===== config.mk =====
export PLATFORM = sky130hd
export DESIGN_NAME = condicionador_botoes
export DESIGN_NICKNAME = d
export VERILOG_FILES = /design/src/rtl/condicionador_botoes.sv
export SDC_FILE = /design/constraint.sdc
export NUM_CORES = 1
export LEC_CHECK = 0
export CAP_MARGIN = 10
export CORE_MARGIN = 2
export CORE_UTILIZATION = 25
export DETAILED_ROUTE_END_ITERATION = 8
export PLACE_DENSITY = 0.46
export SLEW_MARGIN = 30
export SYNTH_ARGS = -nofsm -noshare
export SYNTH_HDL_FRONTEND = slang
export SYNTH_SLANG_ARGS = --single-unit

===== constraint.sdc =====
create_clock -name clock -period 3.3 [get_ports clock]
set_input_delay 0.66 -clock clock [delete_from_list [all_inputs] [get_ports clock]]
set_output_delay 0.66 -clock clock [all_outputs]
set_load 0.02 [all_outputs]

===== src/rtl/condicionador_botoes.sv =====
// condicionador_botoes: synchronises, debounces and one-hot-checks the raw
// push buttons, then presents a held button code with jogada/invalida strobes.
// Optional auto-repeat while a button is held: define CONDICIONADOR_REPETICAO_EN.
module condicionador_botoes #(
  parameter int unsigned N_BOTOES         = 4,
  parameter int unsigned DEBOUNCE_CICLOS  = 50000,
  parameter int unsigned REPETICAO_CICLOS = 25000000,
  parameter int unsigned CNT_W            = 25
) (
  input  logic                clock,
  input  logic                reset,
  input  logic [N_BOTOES-1:0] botoes_in,
  output logic [N_BOTOES-1:0] botoes_out,
  output logic                jogada,
  output logic                invalida,
  output logic                ocupado,
  output logic [3:0]          db_estado
);

  localparam int unsigned EST_W = 3;
  localparam logic [EST_W-1:0] OCIOSO        = 3'd0;
  localparam logic [EST_W-1:0] FILTRANDO     = 3'd1;
  localparam logic [EST_W-1:0] ACEITA        = 3'd2;
  localparam logic [EST_W-1:0] INVALIDA      = 3'd3;
  localparam logic [EST_W-1:0] ESPERA_SOLTAR = 3'd4;

  localparam logic [CNT_W-1:0] CNT_FIM = CNT_W'(DEBOUNCE_CICLOS - 1);
  localparam int unsigned CNT_MAX =
    (DEBOUNCE_CICLOS > REPETICAO_CICLOS) ? DEBOUNCE_CICLOS : REPETICAO_CICLOS;

  // The shared counter width must cover both terminal counts.
  if ((64'(CNT_MAX) - 64'd1) > ((64'd1 << CNT_W) - 64'd1)) begin : g_cnt_w_invalido
    $error("condicionador_botoes: CNT_W too narrow for the configured cycle counts");
  end

  logic [EST_W-1:0]    estado, estado_d;
  logic [N_BOTOES-1:0] sync1, sync;
  logic [N_BOTOES-1:0] amostra, amostra_d;
  logic [N_BOTOES-1:0] botoes_d;
  logic [CNT_W-1:0]    cnt, cnt_d;
  logic                um_quente_c;

`ifdef CONDICIONADOR_REPETICAO_EN
  localparam logic [CNT_W-1:0] RCNT_FIM = CNT_W'(REPETICAO_CICLOS - 1);
  logic [CNT_W-1:0] rcnt, rcnt_d;
  logic             repete_ok, repete_d;
  logic             em_espera;
`endif

  assign um_quente_c = (amostra != '0) &&
                       ((amostra & (amostra - N_BOTOES'(1))) == '0);

  // Two-flop synchroniser for the asynchronous button pins.
  always_ff @(posedge clock or negedge reset) begin
    if (!reset) begin
      sync1 <= '0;
      sync  <= '0;
    end else begin
      sync1 <= botoes_in;
      sync  <= sync1;
    end
  end

  // State register plus datapath and registered Moore outputs.
  always_ff @(posedge clock or negedge reset) begin
    if (!reset) begin
      estado     <= OCIOSO;
      amostra    <= '0;
      cnt        <= '0;
      botoes_out <= '0;
      jogada     <= 1'b0;
      invalida   <= 1'b0;
      ocupado    <= 1'b0;
      db_estado  <= 4'd0;
`ifdef CONDICIONADOR_REPETICAO_EN
      rcnt       <= '0;
      repete_ok  <= 1'b0;
      em_espera  <= 1'b0;
`endif
    end else begin
      estado     <= estado_d;
      amostra    <= amostra_d;
      cnt        <= cnt_d;
      botoes_out <= botoes_d;
      jogada     <= (estado_d == ACEITA);
      invalida   <= (estado_d == INVALIDA);
      ocupado    <= (estado_d != OCIOSO);
      db_estado  <= 4'(estado_d);
`ifdef CONDICIONADOR_REPETICAO_EN
      rcnt       <= rcnt_d;
      repete_ok  <= repete_d;
      em_espera  <= (estado == ESPERA_SOLTAR);
`endif
    end
  end

  // Next-state and datapath updates for press filtering and release debounce.
  always_comb begin
    estado_d  = estado;
    amostra_d = amostra;
    cnt_d     = cnt;
    botoes_d  = botoes_out;
`ifdef CONDICIONADOR_REPETICAO_EN
    rcnt_d    = rcnt;
    repete_d  = repete_ok;
`endif
    case (estado)
      OCIOSO: begin
        if (sync != '0) begin
          amostra_d = sync;
          cnt_d     = '0;
          estado_d  = FILTRANDO;
        end
      end
      FILTRANDO: begin
        if (sync == '0) begin
          estado_d = OCIOSO;
        end else if (sync != amostra) begin
          amostra_d = sync;
          cnt_d     = '0;
        end else if (cnt == CNT_FIM) begin
          if (um_quente_c) begin
            estado_d = ACEITA;
            botoes_d = amostra;
          end else begin
            estado_d = INVALIDA;
          end
        end else begin
          cnt_d = cnt + CNT_W'(1);
        end
      end
      ACEITA: begin
        estado_d = ESPERA_SOLTAR;
        cnt_d    = '0;
`ifdef CONDICIONADOR_REPETICAO_EN
        rcnt_d   = '0;
        repete_d = 1'b1;
`endif
      end
      INVALIDA: begin
        estado_d = ESPERA_SOLTAR;
        cnt_d    = '0;
`ifdef CONDICIONADOR_REPETICAO_EN
        rcnt_d   = '0;
        repete_d = 1'b0;
`endif
      end
      ESPERA_SOLTAR: begin
`ifdef CONDICIONADOR_REPETICAO_EN
        // Auto-repeat: the entry cycle only clears rcnt, then it counts while held.
        if (!em_espera || !repete_ok || (sync != botoes_out)) begin
          rcnt_d = '0;
        end else if (rcnt == RCNT_FIM) begin
          estado_d = ACEITA;
          botoes_d = amostra;
        end else begin
          rcnt_d = rcnt + CNT_W'(1);
        end
`endif
        if (estado_d == ESPERA_SOLTAR) begin
          if (sync != '0) begin
            cnt_d = '0;
          end else if (cnt == CNT_FIM) begin
            estado_d = OCIOSO;
          end else begin
            cnt_d = cnt + CNT_W'(1);
          end
        end
      end
      default: begin
        estado_d = OCIOSO;
        cnt_d    = '0;
      end
    endcase
  end

endmodule


Word-level counts from Yosys, hierarchy flattened
Cells that the tools add are included.
{ "word_totals": {"output_inout_bits": 11, "reg_bits": 47, "inputBits": 6, "wordCells": 55} }
{ "op_classes": {"n_mux": 18, "reduce_logical": 12, "bitwise": 3, "add_sub_neg": 2, "n_eq_ne": 11} }
{ "op_table": {"columns": ["op", "n"], "rows": [
  ["two-way mux 25 bit", 5],
  ["one-hot mux 25 bit (3 select lines)", 1],
  ["adder 25 x 1 -> 25 bit (second input constant)", 1],
  ["equality test 25 x 16 -> 1 bit (second input constant)", 1],
  ["two-way mux 3 bit", 6],
  ["equality test 3 x 2 -> 1 bit (second input constant)", 4],
  ["two-way mux 4 bit", 3],
  ["one-hot mux 3 bit (4 select lines)", 1],
  ["logical NOT 4 bit", 2],
  ["one-hot mux 4 bit (2 select lines)", 1],
  ["nonzero test 4 bit", 2],
  ["inequality test 2 bit (second input constant)", 3],
  ["AND reduction 5 bit", 1],
  ["bitwise AND 4 bit", 1],
  ["inequality test 4 bit", 1],
  ["AND reduction 4 bit", 1],
  ["subtractor 4 x 1 -> 4 bit (second input constant)", 1],
  ["equality test 3 x 1 -> 1 bit (second input constant)", 1],
  ["equality test 3 bit (second input constant)", 1],
  ["logical NOT 3 bit", 1],
  ["nonzero test 3 bit", 1],
  ["NOT 1 bit", 2],
  ["AND reduction 2 bit", 1],
  ["nonzero test 2 bit", 1],
  ["other kinds (3)", 3]
]} }

Logic depth before layout (Yosys ltp)
Gate-level depths: netlist of run 1.
{ "logic_depth": {"ltp_word": 10, "mapped_depth": 7} }

Worst setup path after synthesis of run 1
OpenSTA, ideal clock, no wires.
{ "synth_timing": {"path_type": "reg-to-reg", "from": "register cnt[10]", "to": "register botoes_out[0]", "required_ns": 3.172, "path_slack_ns": 1.210, "arrival_ns": 1.963, "setup_time_ns": 0.128, "stages_incl_launch_ff": 6, "cell_sequence": "dfrtp_1 -> or4_1 -> nor4_2 -> and3_1 -> nand4bb_2 -> mux2_1"} }
{ "synth_via": {"elab_chain_cells": 2} }
{ "synth_rtl": {"columns": ["element", "line", "rtl"], "rows": [
  ["start: declaration", "40", "logic [CNT_W-1:0] cnt, cnt_d;"],
  ["start signal: assignment", "83", "cnt <= cnt_d;"],
  ["equality test 25 x 16 -> 1 bit", "121", "end else if (cnt == CNT_FIM) begin"],
  ["AND reduction 5 bit (no source line)", null, null],
  ["end signal: assignment", "84", "botoes_out <= botoes_d;"],
  ["end: declaration", "13", "output logic [N_BOTOES-1:0] botoes_out,"]
]} }
No other way between the ends.
A chain may end at the register's enable or synchronous reset.

Final worst setup path of run 1
{ "layout_timing": {"from": "register cnt[7]", "to": "register cnt[0]"} }
{ "layout_via": {"elab_chain_cells": 5, "elab_cells_between_ends": 6, "classes_between": "1 x eq/ne; 5 x mux"} }
{ "layout_rtl": {"columns": ["element", "line"], "rows": [
  ["equality test 25 x 16 -> 1 bit (*)", "121, 163"],
  ["two-way mux 25 bit (*)", null],
  ["two-way mux 25 bit (2 in a row)", null],
  ["one-hot mux 25 bit (3 select lines) (*)", null]
]} }
Every way passes the cells marked *; elsewhere a longest branch is shown, timed or not. The select of a mux whose other input is x is not followed.

==> results of run 1 <==
-- sequential cells by signal, indices dropped and copies added (netlist names) --
register,count
sync1,4
botoes_out,4
sync,4
db_estado,3
cnt,25
jogada,1
ocupado,1
amostra,4
invalida,1
-- cells in the mapped netlist, types with 2 or more instances --
cell type	number	area [µm²]
o21ai_0	5	25.02
nand3_1	10	50.05
dfrtp_1	47	1176
o31ai_1	5	37.54
inv_1	8	30.03
nor4_1	3	18.77
buf_4	2	15.01
a21oi_1	4	20.02
or3_1	3	18.77
and3_1	2	12.51
or4_1	8	60.06
nor3_1	33	165.2
xnor2_1	17	148.9
nor2_1	7	26.28
a22o_1	3	26.28
a211oi_1	6	45.04
and2_1	3	18.77
nand2_1	11	41.29
a21o_1	2	15.01
clkbuf_1	10	37.54
and4_1	2	17.52
mux2_1	4	45.04
xor2_1	5	43.79
-- cell usage in the layout, fill, tap and decap left out, types with 6 or more instances in the layout --
cell | synthesis | final
a211oi_1 | 6 | 6
xnor2_1 | 17 | 17
nand3_1 | 10 | 10
clkdlybuf4s50_1 | 0 | 14
nor3_1 | 33 | 33
dfrtp_1 | 47 | 47
inv_1 | 8 | 8
nand2_1 | 11 | 11
or4_1 | 8 | 8
nor2_1 | 7 | 7
-- where the power goes --
group / internal, mW / leakage, nW / switching (mW)
registers: 0.586 / 0.619 / 0.0117
clock network: 0.160 / 0.0511 / 0.230
logic: 0.0216 / 0.335 / 0.0376
-- per-stage QoR --
stage	hold WS, ps	power (mW)	setup WS (ps)	area (µm²)	util, %
2_1_floorplan	331.2	0.6400	1210	2312	-
3_3_place_gp	332.2	0.6710	900.4	2574	28.26
3_5_place_dp	334.7	0.6699	908.6	2574	28.26
4_1_cts	345.3	1.064	866.0	2671	29.33
5_1_grt	369.3	1.101	644.7	2671	29.33
6_report	337.3	1.047	880.3	2671	29.33
-- worst paths after layout --
check	start	to	slack (ps)
worst max-delay path	cnt[7]	cnt[0]	880
worst min-delay path	reset	cnt[21]	340
worst max register to register	cnt[7]	cnt[0]	880
worst min register to register	sync1[2]	sync[2]	360
max in group asynchronous	reset	cnt[5]	2230
min in group clock	sync1[2]	sync[2]	360
-- metal layers --
metal,vias to the layer above,routed length (µm)
met1,833,2684
met2,22,2220
met3,7,111
li1,846,-
met4,0,91
met5,-,0
-- cell type report --
class	count	area share, %
Sequential cell	47	44.03
Inverter	8	1.124
Multi-Input combinational cell	156	39.44
Timing Repair Buffer	19	6.557
Tap cell	111	5.199
Clock buffer	5	2.576
Clock inverter	3	1.077
-- worst register-to-register path, stage by stage (launching register included) --
cell and delay, ps:
dfrtp_1 430, or4_1 570, nor4_2 420, and2_1 490, o21ai_0 170, a211oi_1 250
-- logic make-up after synthesis --
| logic type | count (synthesis) |
|---|---|
| and+or+nand+nor | 93 |
| DFF | 47 |
| AOI/OAI and AO/OA | 34 |
| xor gates and xnor gates | 22 |
| buffers and inverters | 20 |
| muxes | 5 |
| adders and majority gates | 1 |
| other | 1 |
==> reports/qor.yml, run 1 <==
critical_path:
  worst_ep_required_time_ps: 3510
  path_class: "register to register"
  cp_top_family: "simple AND/OR/NAND/NOR gates"
  path_depth: 5
  path_cells: "or4_1, nor4_2, and2_1, o21ai_0, a211oi_1"
  worstSetupEndpointType: "register"
  critPathBufInv: 0
  slowest_stage: "or4_1"
  cp-start-kind: "register"
  r2r_cells: 5
  path_max_fanout: 14
  crit_arrival_ps: 2630
  critPathMaxStageDelay_ps: 570
sta:
  maxSlewViolCount: 0
  final.setup.tns_ps: 0
  tightest_slew_ps: 963.8
  max-slew-margin-rel_pct: 35.74
  hold_violations: 0
  fmax_mhz: 413.3
  rsz0062_at_grt: "false"
  fin_crit_sh_pct: 73.32
  skew_ps: 10.98
  layout_min_cycle_time_ps: 2420
  setup_violations: 0
run:
  maxCapViolations: 0
cts:
  clock_latency_ps: 310
  hold_buffers: 0
  clk_path_buf_depth: 2
  cts_tree: "yes"
  postCtsSetupBuffers: 0
  root_buffer: "clkbuf_8"
  post_cts_resized: 0
  clk_pin_slew_ps: 100
  cts.sinks: 47
  cts_buffers: 5
  cts-htree-levels: 2
global_route:
  use_met2_pct: 16.52
  antenna_found_initial: 0
  gr-total-overflow: 0
  grt_max_degree: 32
  grt_use_total_pct: 11.19
  grt_pass1_wl_um: 8907
  grt_pass1_vias: 1622
  met1_usage_pct: 16.30
  grtUsageMet3_pct: 2.019
  busiest_layer: "met2"
synthesis:
  synth-compound-area-share_pct: 10.98
  yosysWarnings: 0
  synth-simple-area-share_pct: 23.16
  synth-adder-area-share_pct: 0.5411
  syn_inst: 223
  synth_top_family_by_area: "simple AND/OR/NAND/NOR gates"
  synth_enable_flop_cells: 0
  synthesis.area_um2: 2312
  ys_seq_elements: 47
  synth_xor_area_share_pct: 8.333
  synthMuxAreaShare_pct: 2.381
  synthesis.nets: 230
  ys_async_sr_fraction_pct: 100.0
  synthFlopType: "dfrtp_1"
  synth_cell_types: 46
  synth_seq_area_share_pct: 50.87
  syn_avg_cell_area_um2: 10.37
detailed_routing:
  wire_per_inst_um: 14.64
  drcViolationCount: 0
  ant_nets: 0
  drt_first_iter_violations: 120
  routed_wl_um: 5108
  viasPerCell: 4.894
  dr.pass1.iters: 4
  via_count: 1708
floorplanning:
  die_h_um: 100.2
  fp.dieW_um: 100.2
  coreArea_um2: 9109
  rows: 35
  dieArea_um2: 10030
  ios: 17
  start_util_pct: 25.38
final_layout:
  multi_input_area_um2: 1054
  antenna_cells: 0
  nets: 244
  final_cell_count_no_fill: 349
  syn_to_final_growth_pct: 15.53
  register_area_um2: 1176
  fill_cells: 955
  drive_above_1_share_pct: 8.403
placement:
  port-buffer-count: 15
  gp_congestion: 0.7359
  dp_hpwl_um: 3367
  dp.cells: 341
pwr:
  cellLeakagePower_nw: 1.005
  p_per_area_nw_per_um2: 392.0
  ir_drop_mv: 0.1793
outcome:
  status: "completed"
worst_hold_path:
  holdCritPathClass: "input pin to async pin"
Power figures use the tool's default switching activity.
==> run 2, diff against run 1 <==
Clock period 3.3 ns to 2.3 ns, I/O delays scaled along.
==> reports/qor.yml, run 2 (same netlist as run 1, synthesis figures left out) <==
outcome:
  status: "completed"
detailed_routing:
  routed_wl_um: 5247  # +2.7%
  wire_per_inst_um: 14.22  # -2.8%
  met1_length_um: 2687  # +0.11%
  drcViolationCount: 0  # unchanged
  dr.pass1.iters: 4  # unchanged
  wl_met3_um: 97  # -13%
  met2_length_um: 2395  # +7.9%
  drt_first_iter_violations: 83  # -31%
  via_count: 1800  # +5.4%
  top_layer: "met4"
  ant_nets: 0  # unchanged
  viasPerCell: 4.878  # -0.33%
floorplanning:
  start_util_pct: 25.38  # unchanged
  rows: 35  # unchanged
  fp.dieW_um: 100.2  # unchanged
  ios: 17  # unchanged
  dieArea_um2: 10030  # unchanged
  coreArea_um2: 9109  # unchanged
  die_h_um: 100.2  # unchanged
critical_path:
  path_max_fanout: 4  # -10
  worst_ep_required_time_ps: 2490  # -1020 ps
  path_class: "register to register"
  cp-start-kind: "register"
  worstSetupEndpointType: "register"
  crit_arrival_ps: 2390  # -240 ps
sta:
  setup_violations: 0  # unchanged
  max-slew-margin-rel_pct: 59.03  # +23 points
  tightest_slew_ps: 614.6  # -349.3 ps
  hold_violations: 0  # unchanged
  rsz0062_at_grt: "false"
  skew_ps: 6.364  # -4.615 ps
  fmax_mhz: 454.5  # +10%
  final.setup.tns_ps: 0  # unchanged
  fin_crit_sh_pct: 95.65  # +22 points
  layout_min_cycle_time_ps: 2200  # -219.7 ps
  maxSlewViolCount: 0  # unchanged
final_layout:
  drive_above_1_share_pct: 15.50  # +7.1 points
  syn_to_final_growth_pct: 24.40
  largest_register_ffs: 25  # unchanged
  nets: 264  # +8.2%
  final_common_cell: "dfrtp_1"
  mostFrequentLayoutCells: "47 x dfrtp_1, 33 x nor3_1, 22 x buf_4"
  top_register: "cnt"
  antenna_cells: 0  # unchanged
global_route:
  grt_use_total_pct: 11.47  # +0.27 points
  grt_pass1_vias: 1788  # +10%
  antenna_found_initial: 0  # unchanged
  grt_pass1_wl_um: 9108  # +2.3%
  gr-total-overflow: 0  # unchanged
  grt_max_degree: 48  # +50%
cts:
  cts_tree: "yes"
  postCtsSetupBuffers: 0  # unchanged
  clk_path_buf_depth: 2  # unchanged
  cts_buffers: 5  # unchanged
  clock_latency_ps: 300  # about the same
  clk_pin_slew_ps: 90  # about the same
  root_buffer: "clkbuf_8"
  cts.sinks: 47  # unchanged
  cts-htree-levels: 2  # unchanged
pwr:
  cellLeakagePower_nw: 1.122  # +12%
  power_mw: 1.581  # +51%
  p_per_area_nw_per_um2: 549.7  # +40%
  ir_drop_mv: 0.2439  # +36%
placement:
  port-buffer-count: 15  # unchanged
  gp_congestion: 0.7679  # +4.3%
  dp_hpwl_um: 3658  # +8.6%
run:
  maxCapViolations: 0  # unchanged
worst_hold_path:
  holdCritPathClass: "input pin to async pin"
## run 2: cell types whose count changed in the layout (fill, tap and decap cells not counted)
cell / before / now
buf_12: 0 / 2
buf_4: 4 / 22
bufinv_16: 0 / 1
clkinv_4: 0 / 1
inv_6: 2 / 1
inv_8: 1 / 0
nand4bb_2: 1 / 0
nand4bb_4: 0 / 1
## run 2: worst max-delay path, cell delays in order (launching register included)
cell and delay [ps]:
dfrtp_1 380, or4_1 540, nor4_2 310, buf_4 170
and3_1 200, nand4bb_4 150, mux2_1 350
## run 2: path summary, 6_finish.rpt
path / cells after the start / to / start / slack (ps)
max: 6 / botoes_out[3] / cnt[10] / 100
min: 2 / cnt[15] / reset / 240
max reg2reg: 6 / botoes_out[3] / cnt[10] / 100
min reg2reg: 0 / sync[2] / sync1[2] / 350
max in group asynchronous: 2 / cnt[22] / reset / 1640
min in group clock: 0 / sync[2] / sync1[2] / 350
## run 2: through the flow
stage / cell area (µm²) / instances / util [%] / hold WS, ps / setup WS, ps
floorplan: 2312 / 223 / - / 164.4 / 209.8
global placement: 2749 / 361 / 30.18 / 333.6 / 79.26
detailed placement: 2749 / 361 / 30.18 / 335.8 / 69.87
CTS: 2865 / 369 / 31.46 / 279.3 / 57.31
global route: 2877 / 369 / 31.58 / 300.9 / 7.278
finish: 2877 / 369 / 31.58 / 235.3 / 99.94
## run 2: cell type report
| cell class | count | area, µm² |
|---|---|---|
| multi-input combinational | 156 | 1065 |
| sequential | 47 | 1176 |
| inverter | 8 | 30.03 |
| clock buffer | 5 | 68.82 |
| fill | 942 | 6232 |
| tap | 111 | 138.9 |
| clock inverter | 3 | 47.55 |
| timing repair buffer | 39 | 350.3 |
## run 2: repair_timing
item / in CTS / in global routing
resized for setup: 0 / 1
setup endpoints to repair: 0 / 4
hold buffers: 0 / 0
## run 2: per-layer routing
layer | global-route usage [%] | up-vias
met2 | 18.02 | 19
met5 | 0 | -
met3 | 2.089 | 5
met4 | 3.793 | 0
li1 | - | 890
met1 | 15.99 | 886
## run 2: power breakdown
group | leakage, nW | switching, mW | internal, mW
Combinational | 0.445 | 0.0571 | 0.0404
Sequential | 0.619 | 0.0160 | 0.841
Clock | 0.0587 | 0.297 | 0.330
Total | 1.12 | 0.370 | 1.21
==> RTL change 1: new RTL, flow settings as in run 2 <==
Register the output `db_estado` once more, with the module's reset; this adds one clock of latency there. The other outputs are not delayed to match.
--- a/src/rtl/condicionador_botoes.sv
+++ b/src/rtl/condicionador_botoes.sv
@@ -28,4 +28,6 @@
   localparam int unsigned CNT_MAX =
     (DEBOUNCE_CICLOS > REPETICAO_CICLOS) ? DEBOUNCE_CICLOS : REPETICAO_CICLOS;
+
+  logic [3:0] db_estado_s0;
 
   // The shared counter width must cover both terminal counts.
@@ -72,5 +74,5 @@
       invalida   <= 1'b0;
       ocupado    <= 1'b0;
-      db_estado  <= 4'd0;
+      db_estado_s0 <= 4'd0;
 `ifdef CONDICIONADOR_REPETICAO_EN
       rcnt       <= '0;
@@ -86,5 +88,5 @@
       invalida   <= (estado_d == INVALIDA);
       ocupado    <= (estado_d != OCIOSO);
-      db_estado  <= 4'(estado_d);
+      db_estado_s0 <= 4'(estado_d);
 `ifdef CONDICIONADOR_REPETICAO_EN
       rcnt       <= rcnt_d;
@@ -175,4 +177,12 @@
   end
 
+  always_ff @(posedge clock or negedge reset) begin
+    if (!reset) begin
+      db_estado <= '0;
+    end else begin
+      db_estado <= db_estado_s0;
+    end
+  end
+
 endmodule
 
Function: changed (a bounded check fails within 4 cycles, from zero or initial values and one cycle with reset low).
==> RTL change 1 against run 2 <==
First-iteration DRC count fell by 42%. Critical path depth fell by 1. Via count fell by 0.22%. Final area barely moved. Combinational power fell by 2.9%. Total power rose by 3.9%. Largest cell class unchanged. Synthesized area rose by 2.0%. Sequential cell count rose by 3. Setup slack improved by 0.0062 ns. Wire length fell by 7.3%. Final cell count did not move.
==> RTL change 1: results (changes against run 2) <==
stage	metric	value	unit	change
status	outcome	finished clean		
timing	skew	0.00619	ns	-0.000177 ns
finish	clk_share	4.04	%	about the same
synth	ys_seq_area_share	53.1	%	+2.2 points
synth	synth-compound-area-share	11.0	%	about the same
power	p_switching	0.000382	W	+3.2%
floorplan	die_w	101	um	+0.96%
global_routing	grt_pass1_wl	8580	um	-5.8%
place	place_area	2740	um2	-0.32%
finish	num-fill-cells	934		-0.85%
routing	drt_wl_total	4870	um	-7.3%
finish	seqCellArea	1250	um2	+6.4%
global_routing	grt_start_max_net_pins	51		+6.3%
global_routing	grt_usage	10.5	%	-0.98 points
finish	multiInputCombCellCount	161		+3.2%
synth	muxShareOfSynthArea	4.67	%	+2.3 points
place	dp_cells	358		-0.83%
synth	synth.distinct_cells	44		-4.3%
finish	seq_cell_count	50		+6.4%
synth	synth_xor_area_share	5.20	%	-3.1 points
place	dp_hpwl	3450	um	-5.6%
setup_path	slowest_delay	0.49	ns	-0.05 ns
routing	dr.first_iter.drc_count	48		-42%
finish	multi_input_area_share	36.3	%	-0.73 points
finish	drive_above_1_share	17.1	%	+1.6 points
power	p_clk_share	39.1	%	-0.5 points
global_routing	first_global_vias	1783		-0.28%
routing	viasPerCell	4.87		-0.22%
synth	syn-num-nets	232		+0.87%
finish	n_all_inverters	6		-2
synth	synthAdderAreaFrac	0.531	%	-0.011 points
finish	area_growth	22.1	%	
power	ir_worst_vdd	303	uV	+24%
synth	synth_common_cells	50 x dfrtp_1, 22 x nor2_1, 13 x nand2_1		
## RTL change 1: layer usage
metal  up-vias  part of all wire [%]  global-route usage [%]
met3         4                   4.1                    2.14
li1        882                     -                       -
met1       868                    49                    14.4
met4         0                   1.5                    4.37
met5         -                     0                       0
met2        42                    46                    16.1
## RTL change 1: metrics by stage
stage,power (W),setup WS [ns]
after floorplan,0.000972,0.141
after global placement,0.00102,0.0421
after detailed placement,0.00102,0.0503
after CTS,0.00167,0.0400
after global routing,0.00173,-0.000597
final,0.00164,0.106
## RTL change 1: worst paths after layout
check,start,endpoint,slack (ns),depth (start not counted)
setup reg to reg,cnt[4],botoes_out[1],0.11,5
hold reg to reg,sync1[0],sync[0],0.36,0
min in group clock,sync1[0],sync[0],0.36,0
setup / recovery,cnt[4],botoes_out[1],0.11,5
max in group asynchronous,reset,cnt[11],1.95,2
hold / removal,reset,amostra[3],0.13,2
==> RTL change 2: new RTL, flow settings as in run 2 <==
Made on the original files. Set the localparam `EST_W` to 4 (it was 3).
--- a/src/rtl/condicionador_botoes.sv
+++ b/src/rtl/condicionador_botoes.sv
@@ -18,5 +18,5 @@
 );
 
-  localparam int unsigned EST_W = 3;
+  localparam int unsigned EST_W = 4;
   localparam logic [EST_W-1:0] OCIOSO        = 3'd0;
   localparam logic [EST_W-1:0] FILTRANDO     = 3'd1;
Behaviour: no difference found for any inputs over 10 cycles, from zero or initial values and one cycle with reset low; that may be too few to reach the edited logic, so the function may still have changed.
==> RTL change 2 against run 2 <==
Final cell count down 1.1%. Sequential cell count up 1. Final area down 2.0%. Total power down 4.0%. Global-route usage down 0.26 points. Setup slack worse by 0.019 ns. Non-clock buffer count unchanged. Critical path type unchanged. Sequential power up 2%. Synthesized area down 1.7%. Core utilization up 0.59 points. Largest power group unchanged. Wire length down 3.8%. Die area down 1.7%.
==> RTL change 2: results (changes against run 2) <==
stage	metric	value	unit	change
status	outcome	finished clean		
setup_path	crit_path_start_kind	flop		
place	detailedPlace.worstSlack	0.0959	ns	+0.0260 ns
power	leakagePower	1.19	nW	+5.9%
global_routing	grt_pass1_wl	8830	um	-3.1%
clock_network	clockBufferDepth	2		unchanged
global_routing	grt_use_met3	1.90	%	-0.19 points
finish	multiInputGateArea	1060	um2	-0.71%
routing	drtPass1Iterations	4		unchanged
setup_path	cp_max_fo	5		+1
clock_network	htreeDepth	2		unchanged
clock_network	root_buffer	clkbuf_8		
finish	largest_register	cnt		
place	dp_cells	356		-1.4%
finish	nNetsFinal	263		-0.38%
global_routing	grt_start_max_net_pins	25		-48%
routing	dr.first_iter.drc_count	138		+66%
global_routing	grt_util_met2	16.9	%	-1.1 points
synth	synth_area_leaders	dfrtp_1 53%, xor2_1 5.4%, nor2_1 4.6%		
timing	worstMarginPinSlew	0.581	ns	-0.0338 ns
finish	largest_reg_flops	25		unchanged
global_routing	grt_use_met1	16.2	%	+0.19 points
setup_path	worstRegToRegCells	6		unchanged
synth	ys_seq_area_share	52.9	%	+2.0 points
synth	synth_area_per_cell	10.6	um2	+1.9%
routing	routedWlPerCell	13.8	um	-2.7%
synth	syn-num-nets	222		-3.5%
setup_path	cp_slowest_cell	or4_1		
setup_path	endpoint	botoes_out[1]		
clock_network	numCtsBuffers	5		unchanged
finish	fin_cells	365		-1.1%
finish	num-fill-cells	892		-5.3%
clock_network	cts_setup_buffers	0		unchanged
finish	drive_above_1_share	20.2	%	+4.7 points
place	place_area	2710	um2	-1.5%
place	dp_hpwl	3600	um	-1.5%
power	ir_worst_vdd	225	uV	-7.9%
timing	skew	0.0118	ns	+0.00548 ns
routing	viasPerCell	4.61		-5.6%
setup_path	cp.arrival	2.42	ns	+0.03 ns
finish	diodes	0		unchanged
setup_path	crit_family	simple AND/OR/NAND/NOR gates		
synth	synth_common_cells	48 x dfrtp_1, 28 x nor2_1, 14 x nand2_1, 14 x xor2_1		
worst_hold_path	hp-class	primary input to async pin		
place	io_buffers	16		+1
setup_path	reg2reg_from	cnt[4]		
timing	fin_crit_sh	96.5	%	+0.81 points
clock_network	clk_latency	0.30	ns	about the same
global_routing	first_global_vias	1676		-6.3%
global_routing	antenna_found_initial	0		unchanged
routing	drc	0		unchanged
synth	ys_warn_count	0		unchanged
place	place.gp.congestion	0.781		+1.7%
setup_path	rrSetupSlack	0.08	ns	-0.02 ns
synth	synth.distinct_cells	47		+2.2%
clock_network	clkTransAtPathRegs	0.10	ns	
global_routing	grt_usage	11.2	%	-0.26 points
global_routing	grt_most_used_layer	met2		
-- RTL change 2: worst min-delay path by stage --
stage	slack, ns	endpoint	depth (start not counted)	start
floorplan	0.16	amostra[0]	0	reset
global placement	0.33	sync[1]	0	sync1[1]
detailed placement	0.33	sync[0]	0	sync1[0]
CTS	0.15	sync1[1]	1	reset
global route	0.16	sync1[1]	1	reset
finish	0.14	sync1[1]	1	reset
-- RTL change 2: kinds of logic (layout without fill, tap and decap cells) --
family          count (synthesis)  after routing  synth area share (%)
compound gates                 25             25                  6.99
flops                          48             48                  52.9
xor+xnor                       24             24                  9.25
mux                             8              8                  4.57
fa+ha+maj                       1              1                 0.551
other cells                     1              1                 0.165
simple gates                  102            102                  24.1
buf+inv                         6             48                  1.49
-- RTL change 2: power breakdown --
group	internal, W	switching [W]
clock	0.000216	0.000301
combinational	0.0000578	0.0000676
sequential	0.000862	0.0000130
-- RTL change 2: layout make-up --
| type | count | share of cell area [%] |
|---|---|---|
| Timing Repair Buffer | 39 | 11.8 |
| Multi-Input combinational cell | 161 | 37.5 |
| Sequential cell | 48 | 42.6 |
| Clock inverter | 3 | 0.755 |
| Inverter | 1 | 0.133 |
| Tap cell | 108 | 4.79 |
| Clock buffer | 5 | 2.44 |
-- RTL change 2: worst reg2reg max path: stages (launching register included) --
cell and delay (ns):
dfrtp_1 0.38, or4_1 0.53, or3_4 0.44, nor2_4 0.10
and4_4 0.25, nand2_4 0.09, mux2_4 0.33
-- RTL change 2: timing repair --
| action | in CTS | in global routing |
|---|---|---|
| endpoints found under the setup margin | 0 | 2 |
| resized for setup | 0 | 2 |
| hold buffers | 0 | 0 |
-- RTL change 2: per-layer routing --
metal  up-vias  wire length, um
met4         0               57
met3         4              141
met1       811             2670
li1        843                -
met5         -                0
met2        23             2180
